--- config.mk ---
export PLATFORM = sky130hd
export DESIGN_NAME = fifobuffer_prog_flat
export DESIGN_NICKNAME = d
export VERILOG_FILES = /design/src/rtl/fifobuffer_prog_if.sv /design/src/rtl/fifobuffer_prog.sv /design/src/flat_wrapper.sv
export SDC_FILE = /design/constraint.sdc
export NUM_CORES = 1
export LEC_CHECK = 0
export ABC_AREA = 1
export CAP_MARGIN = 30
export CELL_PAD_IN_SITES_DETAIL_PLACEMENT = 1
export CELL_PAD_IN_SITES_GLOBAL_PLACEMENT = 2
export CORE_ASPECT_RATIO = 0.5
export CORE_MARGIN = 5
export CORE_UTILIZATION = 37
export DETAILED_ROUTE_END_ITERATION = 7
export PLACE_DENSITY_LB_ADDON = 0.1
export SLEW_MARGIN = 25
export SYNTH_ARGS = -nofsm -noshare
export SYNTH_HDL_FRONTEND = slang
export SYNTH_SLANG_ARGS = --single-unit
--- constraint.sdc ---
create_clock -name clk -period 2.97 [get_ports clk]
set_clock_uncertainty 0.15 [all_clocks]
set_input_delay 0.4455 -clock clk [delete_from_list [all_inputs] [get_ports clk]]
set_output_delay 0.4455 -clock clk [all_outputs]
set_load 0.005 [all_outputs]
--- src/rtl/fifobuffer_prog_if.sv ---
// ============================================================================
// fifobuffer_prog_if : push/pop/status bundle for fifobuffer_prog
// Revision: 1.0
// ============================================================================
`default_nettype none

interface fifobuffer_prog_if #(
   parameter int NUM_BITS = 32,
   parameter int DEPTH    = 8,
   parameter int CNT_W    = $clog2(DEPTH + 1)
) ();

   logic                rd_en;
   logic                wr_en;
   logic [NUM_BITS-1:0] fifo_in;
   logic [NUM_BITS-1:0] fifo_out;
   logic                empty;
   logic                full;
   logic                almost_empty;
   logic                almost_full;
   logic                wr_err;
   logic                rd_err;
   logic [CNT_W-1:0]    fifo_counter;

   modport master (
      output rd_en, wr_en, fifo_in,
      input  fifo_out, empty, full, almost_empty, almost_full,
             wr_err, rd_err, fifo_counter
   );

   modport slave (
      input  rd_en, wr_en, fifo_in,
      output fifo_out, empty, full, almost_empty, almost_full,
             wr_err, rd_err, fifo_counter
   );

endinterface

`default_nettype wire

--- src/rtl/fifobuffer_prog.sv ---
// ============================================================================
// fifobuffer_prog : single-clock FIFO, any DEPTH >= 2, programmable flags.
// Define FIFOBUF_FWFT_EN for first-word-fall-through read; default is registered read.
// Revision: 1.0
// ============================================================================
`default_nettype none

module fifobuffer_prog #(
   parameter int NUM_BITS  = 32,
   parameter int DEPTH     = 8,
   parameter int AFULL_TH  = 6,
   parameter int AEMPTY_TH = 2,
   parameter int CNT_W     = $clog2(DEPTH + 1)
) (
   input  logic             clk,
   input  logic             rst,
   fifobuffer_prog_if.slave bus
);

   localparam int PTR_W = $clog2(DEPTH);

   logic [NUM_BITS-1:0] mem [DEPTH];
   logic [PTR_W-1:0]    wr_ptr;
   logic [PTR_W-1:0]    rd_ptr;
   logic [CNT_W-1:0]    count;
   logic                is_empty;
   logic                is_full;
   logic                push;
   logic                pop;
   logic                wr_err_q;
   logic                rd_err_q;

   // Explicit compare so non-power-of-two depths wrap correctly.
   function automatic logic [PTR_W-1:0] next_ptr(input logic [PTR_W-1:0] p);
      return (p == PTR_W'(DEPTH - 1)) ? '0 : p + PTR_W'(1);
   endfunction

   assign is_empty = (count == '0);
   assign is_full  = (count == CNT_W'(DEPTH));
   assign push     = bus.wr_en && (!is_full || bus.rd_en);
   assign pop      = bus.rd_en && !is_empty;

   always_ff @(posedge clk or posedge rst) begin
      if (rst) begin
         wr_ptr   <= '0;
         rd_ptr   <= '0;
         count    <= '0;
         wr_err_q <= 1'b0;
         rd_err_q <= 1'b0;
      end else begin
         wr_err_q <= bus.wr_en && is_full && !bus.rd_en;
         rd_err_q <= bus.rd_en && is_empty;
         if (push) wr_ptr <= next_ptr(wr_ptr);
         if (pop)  rd_ptr <= next_ptr(rd_ptr);
         case ({push, pop})
            2'b10:   count <= count + CNT_W'(1);
            2'b01:   count <= count - CNT_W'(1);
            default: count <= count;
         endcase
      end
   end

   // Storage is deliberately not reset.
   always_ff @(posedge clk) begin
      if (push) mem[wr_ptr] <= bus.fifo_in;
   end

`ifdef FIFOBUF_FWFT_EN
   assign bus.fifo_out = mem[rd_ptr];
`else
   logic [NUM_BITS-1:0] out_q;

   always_ff @(posedge clk or posedge rst) begin
      if (rst)      out_q <= '0;
      else if (pop) out_q <= mem[rd_ptr];
   end

   assign bus.fifo_out = out_q;
`endif

   assign bus.empty        = is_empty;
   assign bus.full         = is_full;
   assign bus.almost_empty = (count <= CNT_W'(AEMPTY_TH));
   assign bus.almost_full  = (count >= CNT_W'(AFULL_TH));
   assign bus.wr_err       = wr_err_q;
   assign bus.rd_err       = rd_err_q;
   assign bus.fifo_counter = count;

endmodule

`default_nettype wire

--- src/flat_wrapper.sv ---
// flat-port wrapper written by rule: the top's interface ports become plain ports
module fifobuffer_prog_flat 
#(
   parameter int NUM_BITS  = 32,
   parameter int DEPTH     = 8,
   parameter int AFULL_TH  = 6,
   parameter int AEMPTY_TH = 2,
   parameter int CNT_W     = $clog2(DEPTH + 1)
)
  (clk, rst, bus_rd_en, bus_wr_en, bus_fifo_in, bus_fifo_out, bus_empty, bus_full, bus_almost_empty, bus_almost_full, bus_wr_err, bus_rd_err, bus_fifo_counter);
  fifobuffer_prog_if #(.NUM_BITS(NUM_BITS), .DEPTH(DEPTH), .CNT_W(CNT_W)) bus_i ();
  input  logic clk;
  input  logic rst;
  input wire logic [$bits(bus_i.rd_en)-1:0] bus_rd_en;
  input wire logic [$bits(bus_i.wr_en)-1:0] bus_wr_en;
  input wire logic [$bits(bus_i.fifo_in)-1:0] bus_fifo_in;
  output wire logic [$bits(bus_i.fifo_out)-1:0] bus_fifo_out;
  output wire logic [$bits(bus_i.empty)-1:0] bus_empty;
  output wire logic [$bits(bus_i.full)-1:0] bus_full;
  output wire logic [$bits(bus_i.almost_empty)-1:0] bus_almost_empty;
  output wire logic [$bits(bus_i.almost_full)-1:0] bus_almost_full;
  output wire logic [$bits(bus_i.wr_err)-1:0] bus_wr_err;
  output wire logic [$bits(bus_i.rd_err)-1:0] bus_rd_err;
  output wire logic [$bits(bus_i.fifo_counter)-1:0] bus_fifo_counter;
  assign bus_i.rd_en = bus_rd_en;
  assign bus_i.wr_en = bus_wr_en;
  assign bus_i.fifo_in = bus_fifo_in;
  assign bus_fifo_out = bus_i.fifo_out;
  assign bus_empty = bus_i.empty;
  assign bus_full = bus_i.full;
  assign bus_almost_empty = bus_i.almost_empty;
  assign bus_almost_full = bus_i.almost_full;
  assign bus_wr_err = bus_i.wr_err;
  assign bus_rd_err = bus_i.rd_err;
  assign bus_fifo_counter = bus_i.fifo_counter;
  fifobuffer_prog #(.NUM_BITS(NUM_BITS), .DEPTH(DEPTH), .AFULL_TH(AFULL_TH), .AEMPTY_TH(AEMPTY_TH), .CNT_W(CNT_W)) u_core (.clk(clk), .rst(rst), .bus(bus_i));
endmodule
### After elaboration in Yosys (flattened, before gate mapping)

Memories as Yosys holds them, arrays and structs flattened. A register that Yosys moved wholly into a read port is not among the register bits.
Cells that the tools add are included.

| storage, ports and cells | value |
|---|---|
| bits in registers | 12 |
| RAM bits | 256 |
| input bits | 36 |
| output and inout port bits | 42 |
| memories | 1 |

Memories:

| name | words | width | rd ports | clocked after Yosys merged registers in | wr ports | RTL line | text |
|---|---|---|---|---|---|---|---|
| u_core.mem | 8 | 32 | 1 | 1 | 1 | fifobuffer_prog.sv:22 | `logic [NUM_BITS-1:0] mem [DEPTH];` |

| operators by class | value |
|---|---|
| $add $sub $neg | 4 |
| $lt $le $gt $ge | 2 |
| equal/unequal tests | 5 |
| mux-type cells | 5 |
| reductions and logical operators | 11 |

Operator list:

| operator | number |
|---|---|
| $pmux 4 s2 | 1 |
| $add 3x1->3 const B | 2 |
| $eq 3x3->1 const B | 2 |
| $mux 3 | 2 |
| $logic_and 1x1->1 | 5 |
| $add 4x1->4 const B | 1 |
| $eq 4x4->1 const B | 1 |
| $ge 4x3->1 const B | 1 |
| $le 4x2->1 const B | 1 |
| $logic_not 4->1 | 1 |
| $sub 4x1->4 const B | 1 |
| $logic_not 1->1 | 3 |
| $eq 2x1->1 const B | 1 |
| $eq 2x2->1 const B | 1 |
| $mux 1 | 2 |
| $reduce_bool 2->1 | 1 |
| $logic_or 1x1->1 | 1 |

### Depth between registers and ports, before layout

Gate-level depths: netlist of the first run.

| depth | value |
|---|---|
| depth in word-level cells | 6 |
| gate-level depth with buffers | 14 |

### Worst setup path after synthesis of the first run

No wires, ideal clock.

| path | value |
|---|---|
| kind | input-to-reg |
| start | in bus_rd_en |
| end | mem u_core.mem[0][0] (enable) |
| arrival | 2403 ps |
| data required time | 2399 ps |
| setup slack | -4 ps |
| stages on the path | 5 |
| path buffers | 0 |
| cell sequence | inv_1 nand4_1 nand2_1 or2_2 nor2_1 |

| between the ends | value |
|---|---|
| word-level cells in the longest chain between the ends | 4 |

Ends and longest elaborated chain:

| item | RTL line | text |
|---|---|---|
| start, declared | flat_wrapper.sv:14 | `input wire logic [$bits(bus_i.rd_en)-1:0] bus_rd_en;` |
| $logic_or 1x1->1 | fifobuffer_prog.sv:40 | `assign push = bus.wr_en && (!is_full \|\| bus.rd_en);` |
| $logic_and 1x1->1 | fifobuffer_prog.sv:40 |  |
| $mux 1 | fifobuffer_prog.sv:65 | `if (push) mem[wr_ptr] <= bus.fifo_in;` |
| $mux 1 (implied by the code) | fifobuffer_prog.sv:65 |  |
| end, declared | fifobuffer_prog.sv:22 |  |

Every way passes these cells.

### Worst setup path in the final report of the first run

| path | value |
|---|---|
| start | reg u_core.count[2] (netlist: u_core.bus.fifo_counter[2]) |
| end | out bus_empty |

| between the ends | value |
|---|---|
| word-level cells in the longest chain between the ends | 1 |

Ends and longest elaborated chain:

| item | RTL line | text |
|---|---|---|
| start, declared | fifobuffer_prog.sv:25 | `logic [CNT_W-1:0] count;` |
| start signal, assigned | fifobuffer_prog.sv:56 | `2'b10: count <= count + CNT_W'(1);` |
| start signal, assigned | fifobuffer_prog.sv:57 | `2'b01: count <= count - CNT_W'(1);` |
| start signal, assigned | fifobuffer_prog.sv:58 | `default: count <= count;` |
| $logic_not 4->1 | fifobuffer_prog.sv:38 | `assign is_empty = (count == '0);` |
| end, declared | flat_wrapper.sv:18 | `output wire logic [$bits(bus_i.empty)-1:0] bus_empty;` |

Every way passes these cells.

==> metrics.csv, run 1 <==
metric,value,unit
cell type contributing the most total cell area after synthesis,edfxtp_1,
number of top-level pins,78,
adder and majority cell fraction of the synthesized area,0.732,%
per-instance average area after synthesis,12.1,µm²
relative slew slack,41.1,%
Post-Syn Nets,1031,
Worst Setup Slack post-DPL,0.287,ns
leakage power of the design,0.00519,µW
# hold bufs at CTS,0,
crit share post-route,83.9,%
number of placement rows,46,
main combinational cell family by area after synthesis,simple AND/OR/NAND/NOR gates,
post-place instance area,0.0133,mm²
worst skew pair latency,0.54,ns
Fin. Hold Viols,0,
number of buffers created by CTS,29,
outcome,finished clean,
routed wire length per instance,20.0,µm
estimated wirelength of the detail-placed design,16800,µm
PwrDens,985,mW/mm²
synthesized instance count,988,
final non-filler cell area,0.0143,mm²
Detailed Routing Iterations Pass 1,4,
endpoint of the worst register-to-register path,u_core.bus.fifo_counter[2]$_DFFE_PP0P_,
arrival time of data at the critical path endpoint,1.90,ns
Die Span Y,137,µm
quantity of I/O buffers inserted on ports,77,
simple-gate area share of the yosys netlist,14.8,%
total of warnings raised by yosys,0,
vias in the first global route,8086,
final slew viol count,0,
number of distinct standard cells referenced by the synthesized netlist,27,
Via Count,7565,
dominant cell by count in the synthesized netlist,edfxtp_1,
final estimated routing congestion in global placement,0.710,
post-route DRC violation count,0,
violation count after the first detailed-routing iteration,463,
top cells by area in the synthesized netlist,"edfxtp_1, dfrtp_1, nor2_1, nand3_1, nand2_1",
Worst-path clk slew,0.06,ns
actual slew at the worst max-slew pin,0.884,ns
element type at the critical path end,primary output,
maximum count of clock buffers along a single path,3,
r2r worst-path depth,10,
final count of negative-setup-slack endpoints,0,
wire length of the first global-routing pass,47100,µm
number of enable-type register cells in the synthesized netlist,256,
clock tree from TritonCTS,yes,
top achievable clock speed,401,MHz
min-delay worst type,in2async,
H-tree depth,1,
register bit count reported by yosys,300,
"Async S/R FF share, synth",14.7,%
total of cells resized after clock tree synthesis,0,
clk root buf,clkbuf_16,
total setup buffers inserted after CTS,0,
slack of the critical path,0.479,ns
post-synthesis compound-gate area fraction,6.52,%
Final Net Count,1104,
category of the worst setup path launch point,flop,
area share of xor/xnor cells in the synthesized design,0.146,%
post-synth top area share,64.3,%
worst vdd ir,0.568,mV
fraction of final layout cells with drive strength greater than 1,8.03,%
flop-to-flop setup slack,0.65,ns
antenna violations before repair,1,
starting density of the core,37.6,%
n_diodes,0,
setup repair after global routing missed its margin,false,
minimum hold slack,0.149,ns
Die X-Extent,264,µm
final WL,30200,µm
core area,0.0318,mm²
category of the most critical setup path,reg2out,
largest net degree at the start of global routing,162,
synthesized cell area,0.0120,mm²
residual antenna-violating net count after detailed routing,0,
CP required,2.37,ns
reg-to-reg startpoint,u_core.bus.fifo_counter[0]$_DFFE_PP0P_,
die area,0.0362,mm²
Most used DFF post-synth,edfxtp_1,
top cells by instance count after synthesis,"edfxtp_1, nor2_1, nand2_1",
sinks on the clock net,300,
vias per cell,4.99,
overall overflow remaining after global route,0,
Worst Path Max Fanout,7,
multiplexer share of the synthesized area,0,%
layout overhead on the synthesized area,19.9,%
sequential cell area fraction in the yosys report,73.5,%
Tot GR Track Use,16.8,%
time the final worst path needs with I/O delays and setup,2.49,ns
number of max-cap violations,0,
[placed cells by master (no fill, tap or decap)]
master,n
nor2_1,199
nand4_1,1
dfrtp_4,1
clkinv_2,7
o21ai_0,75
o211ai_1,32
edfxtp_1,256
clkinvlp_4,2
nor2_2,1
buf_4,7
nor2_4,9
a21oi_1,1
or2_2,2
o21a_1,1
clkinv_4,1
buf_12,14
clkbuf_8,2
clkbuf_16,29
inv_4,1
a31oi_1,1
bufinv_16,5
dfrtp_1,43
clkinv_1,3
nand2_1,117
nand3_1,101
clkdlybuf4s50_1,77
o21ai_1,29
nand2_2,1
clkbuf_1,3
inv_2,4
nor4_1,1
xnor2_1,2
inv_1,47
inv_6,1
ha_1,7
[flip-flops by register name, summed over array words and instances (netlist names)]
register and flops:
u_core.wr_ptr 3, u_core.mem 256, u_core.rd_ptr 3, u_core.bus.rd_err 1, u_core.bus.fifo_out 32, u_core.bus.fifo_counter 4, u_core.bus.wr_err 1
[through the flow]
step / utilization [%] / std cells / setup TNS, ns / power (µW)
4_1_cts: 45.1 / 1515 / 0 / 14400
3_5_place_dp: 42.0 / 1462 / 0 / 10400
3_3_place_gp: 42.0 / 1462 / 0 / 10300
2_1_floorplan: - / 988 / -0.494 / 8510
5_1_grt: 45.1 / 1515 / 0 / 15000
6_report: 45.1 / 1515 / 0 / 14100
[final cells by class]
class	instances	area, µm²
Multi-Input combinational cell	580	2720
Sequential cell	300	8790
Timing Repair Buffer	98	1100
Inverter	52	198
Fill cell	3345	17400
Clock inverter	19	229
Clock buffer	34	764
Tap cell	432	541
[cell families after synthesis]
group	Yosys count
adder cells (fa/ha/maj)	7
flip-flops	300
buffers and inverters	108
AO/OA/AOI/OAI	139
AND/OR/NAND/NOR	432
XOR/XNOR	2
[critical path, stage by stage (launching register included)]
cell and delay (ns):
dfrtp_1 0.47, nor2_1 0.21, nand2_2 0.09, inv_2 0.09, clkdlybuf4s50_1 0.51
[layer usage]
metal	up-vias	GRT usage (%)	wire, µm
met5	-	0	20
li1	3584	-	-
met2	100	28.1	14000
met1	3850	23.6	14800
met3	29	3.14	992
met4	2	2.56	393
[power breakdown]
group          switching, µW  total [µW]  internal [µW]
sequential               313        5690           5380
clock                   1610        3880           2280
combinational           2870        4560           1690
[how the worst max path moves through the flow]
stage,start,to,slack [ns],depth (start not counted)
after floorplan,bus_rd_en,u_core.mem[0][0]$_DFFE_PP_,-0.004,5
after global routing,u_core.bus.fifo_counter[3]$_DFFE_PP0P_,bus_full,0.38,3
after global placement,bus_rd_en,u_core.bus.fifo_counter[2]$_DFFE_PP0P_,0.36,12
after detailed placement,bus_rd_en,u_core.bus.fifo_counter[2]$_DFFE_PP0P_,0.29,11
after CTS,u_core.bus.fifo_counter[0]$_DFFE_PP0P_,bus_empty,0.44,4
final,u_core.bus.fifo_counter[2]$_DFFE_PP0P_,bus_empty,0.48,4
(Power assumes the default switching activity.)
==> run 2: changes to the inputs <==
Clock period 2.97 ns to 2.1 ns, I/O delays scaled along.
==> metrics.csv, run 2 (same netlist as run 1, synthesis figures left out) <==
metric,value,unit
slack of the critical path,-0.00428,ns
CP required,2.21,ns
Critical Path Most Common Cell,buf_6,
core area,0.0318,mm²
largest net degree at the start of global routing,62,
"top library cells by usage in the layout, fill and taps aside","edfxtp_1, nor2_1, nand2_1",
placed cell count,1492,
layout overhead on the synthesized area,25.2,%
category of the worst setup path launch point,flop,
fraction of power spent switching nets,34.6,%
die area,0.0362,mm²
arrival time of data at the critical path endpoint,2.22,ns
Via Count,7823,
number of top-level pins,78,
multi-input logic area,0.00279,mm²
Sequential cell area,0.00880,mm²
portion of total power attributed to combinational logic,36.7,%
H-tree depth,1,
worst skew pair latency,0.55,ns
clk root buf,clkbuf_16,
filler instances,3314,
"slowest stage delay, CP",0.39,ns
top achievable clock speed,475,MHz
final count of negative-setup-slack endpoints,6,
Die X-Extent,264,µm
antenna violations before repair,0,
number of buffers created by CTS,28,
Final Net Count,1150,
switching component of the power,7080,µW
Detailed Routing Iterations Pass 1,4,
final non-filler cell area,0.0150,mm²
Die Span Y,137,µm
sequential share of power,39.4,%
relative slew slack,61.6,%
PwrDens,1370,mW/mm²
maximum count of clock buffers along a single path,3,
violations in the final reports,setup timing,
vias in the first global route,8091,
final slew viol count,0,
time the final worst path needs with I/O delays and setup,2.10,ns
fraction of final layout cells with drive strength greater than 1,12.8,%
setup repair after global routing missed its margin,true,
Fin. Hold Viols,0,
crit share post-route,100,%
overall overflow remaining after global route,0,
flop-to-flop setup slack,-0.004,ns
category of the most critical setup path,reg2reg,
number of placement rows,46,
clock power share,23.9,%
launch point of the critical path,u_core.bus.fifo_counter[3]$_DFFE_PP0P_,
largest register by flop count,u_core.mem,
violation count after the first detailed-routing iteration,564,
worst hold path startpoint,bus_wr_en,
outcome,"complete, but fails checks",
wire length of the first global-routing pass,49500,µm
residual antenna-violating net count after detailed routing,0,
n_diodes,0,
"commonest non-fill, non-tap cell in the layout",edfxtp_1,
Power Internal,13400,µW
actual slew at the worst max-slew pin,0.574,ns
post-place instance area,0.0138,mm²
estimated wirelength of the detail-placed design,22100,µm
Worst Path Max Fanout,9,
starting density of the core,37.6,%
min-delay worst type,in2reg,
sinks on the clock net,300,
final non-filler cell total,1561,
number of max-cap violations,0,
final estimated routing congestion in global placement,0.760,
clock tree from TritonCTS,yes,
routed wire length per instance,21.5,µm
Worst Setup Slack post-DPL,-0.320,ns
CP Cell Sequence,buf_6 -> nand4_1 -> nand2_2 -> buf_6 -> or2_4 -> nor2_4 -> buf_12 -> clkbuf_16,
master of the slowest instance on the critical path,dfrtp_1,
worst vdd ir,0.618,mV
Tot GR Track Use,17.9,%
Worst-path clk slew,0.06,ns
element type at the critical path end,flop,
reg-to-reg startpoint,u_core.bus.fifo_counter[3]$_DFFE_PP0P_,
final WL,33500,µm
number of flip-flops under the largest register name,256,
leakage power of the design,0.00550,µW
quantity of I/O buffers inserted on ports,77,
post-route DRC violation count,0,
vias per cell,5.01,
==> run 2: cell count changes in the layout (fill, tap and decap cells not counted), sizes merged, moves of 2 or more <==
cell	change
clkdlybuf4s50	-7
clkbuf	+18
bufinv	-5
clkinv	-5
dlymetal6s2s	+2
clkinvlp	-2
buf	+44
==> run 2: worst paths after layout <==
| path | to | cells past startpoint |
|---|---|---|
| worst max-delay path | u_core.mem[4][23]$_DFFE_PP_ | 8 |
| worst min-delay path | u_core.bus.wr_err$_DFF_PP0_ | 3 |
| worst max register to register | u_core.mem[4][23]$_DFFE_PP_ | 8 |
| worst min register to register | u_core.bus.fifo_out[3]$_DFFE_PP0P_ | 2 |
| max in group asynchronous | u_core.bus.fifo_out[21]$_DFFE_PP0P_ | 4 |
| min in group asynchronous | u_core.bus.rd_err$_DFF_PP0_ | 3 |
==> run 2: metrics by stage <==
stage	util (%)	hold WS, ns	TNS [ns]	power [µW]
floorplan	-	0.264	-43.02	12100
CTS	46.3	0.181	-0.259	20500
finish	47.1	0.247	-0.00992	20500
detailed placement	43.4	0.316	-64.49	15500
global placement	43.4	0.311	-56.91	15300
global route	47.1	0.243	-2.26	21800
==> run 2: metal layers <==
| metal | wire (µm) | vias to the layer above | track usage, % |
|---|---|---|---|
| met5 | 0 | - | 0 |
| met4 | 642 | 0 | 3.50 |
| met3 | 827 | 41 | 3.04 |
| met2 | 16600 | 91 | 31.8 |
| met1 | 15400 | 4002 | 23.7 |
| li1 | - | 3689 | - |
==> run 2: final cells by class <==
type,count,area share (%)
timing repair buffer,145,11.9
inverter,52,1.34
tap,432,3.61
clock buffer,46,5.61
sequential,300,58.7
clock inverter,6,0.201
multi-input combinational,580,18.6
==> run 2: worst max-delay path: cells and delay by family (launching register included) <==
kind / cells / cell delay [ns]
flip-flops: 1 / 0.39
buffers and inverters: 4 / 0.59
AND/OR/NAND/NOR: 4 / 0.66
==> run 2: timing repair <==
action	CTS	global route
gates resized for setup	18	33
setup endpoints to repair	6	233
hold buffers	1	0
buffers inserted	4	8
cloned	0	5
endpoints found under the hold margin	13	0
pin swaps	2	7
==> run 2: power groups by stage <==
stage	Combinational, µW	Clock (µW)	Sequential [µW]
finish	7510	4900	8060
global route	8310	5300	8160
CTS	7440	5050	8050
detailed placement	7320	0	8160
global placement	7180	0	8130
floorplan	3960	0	8100
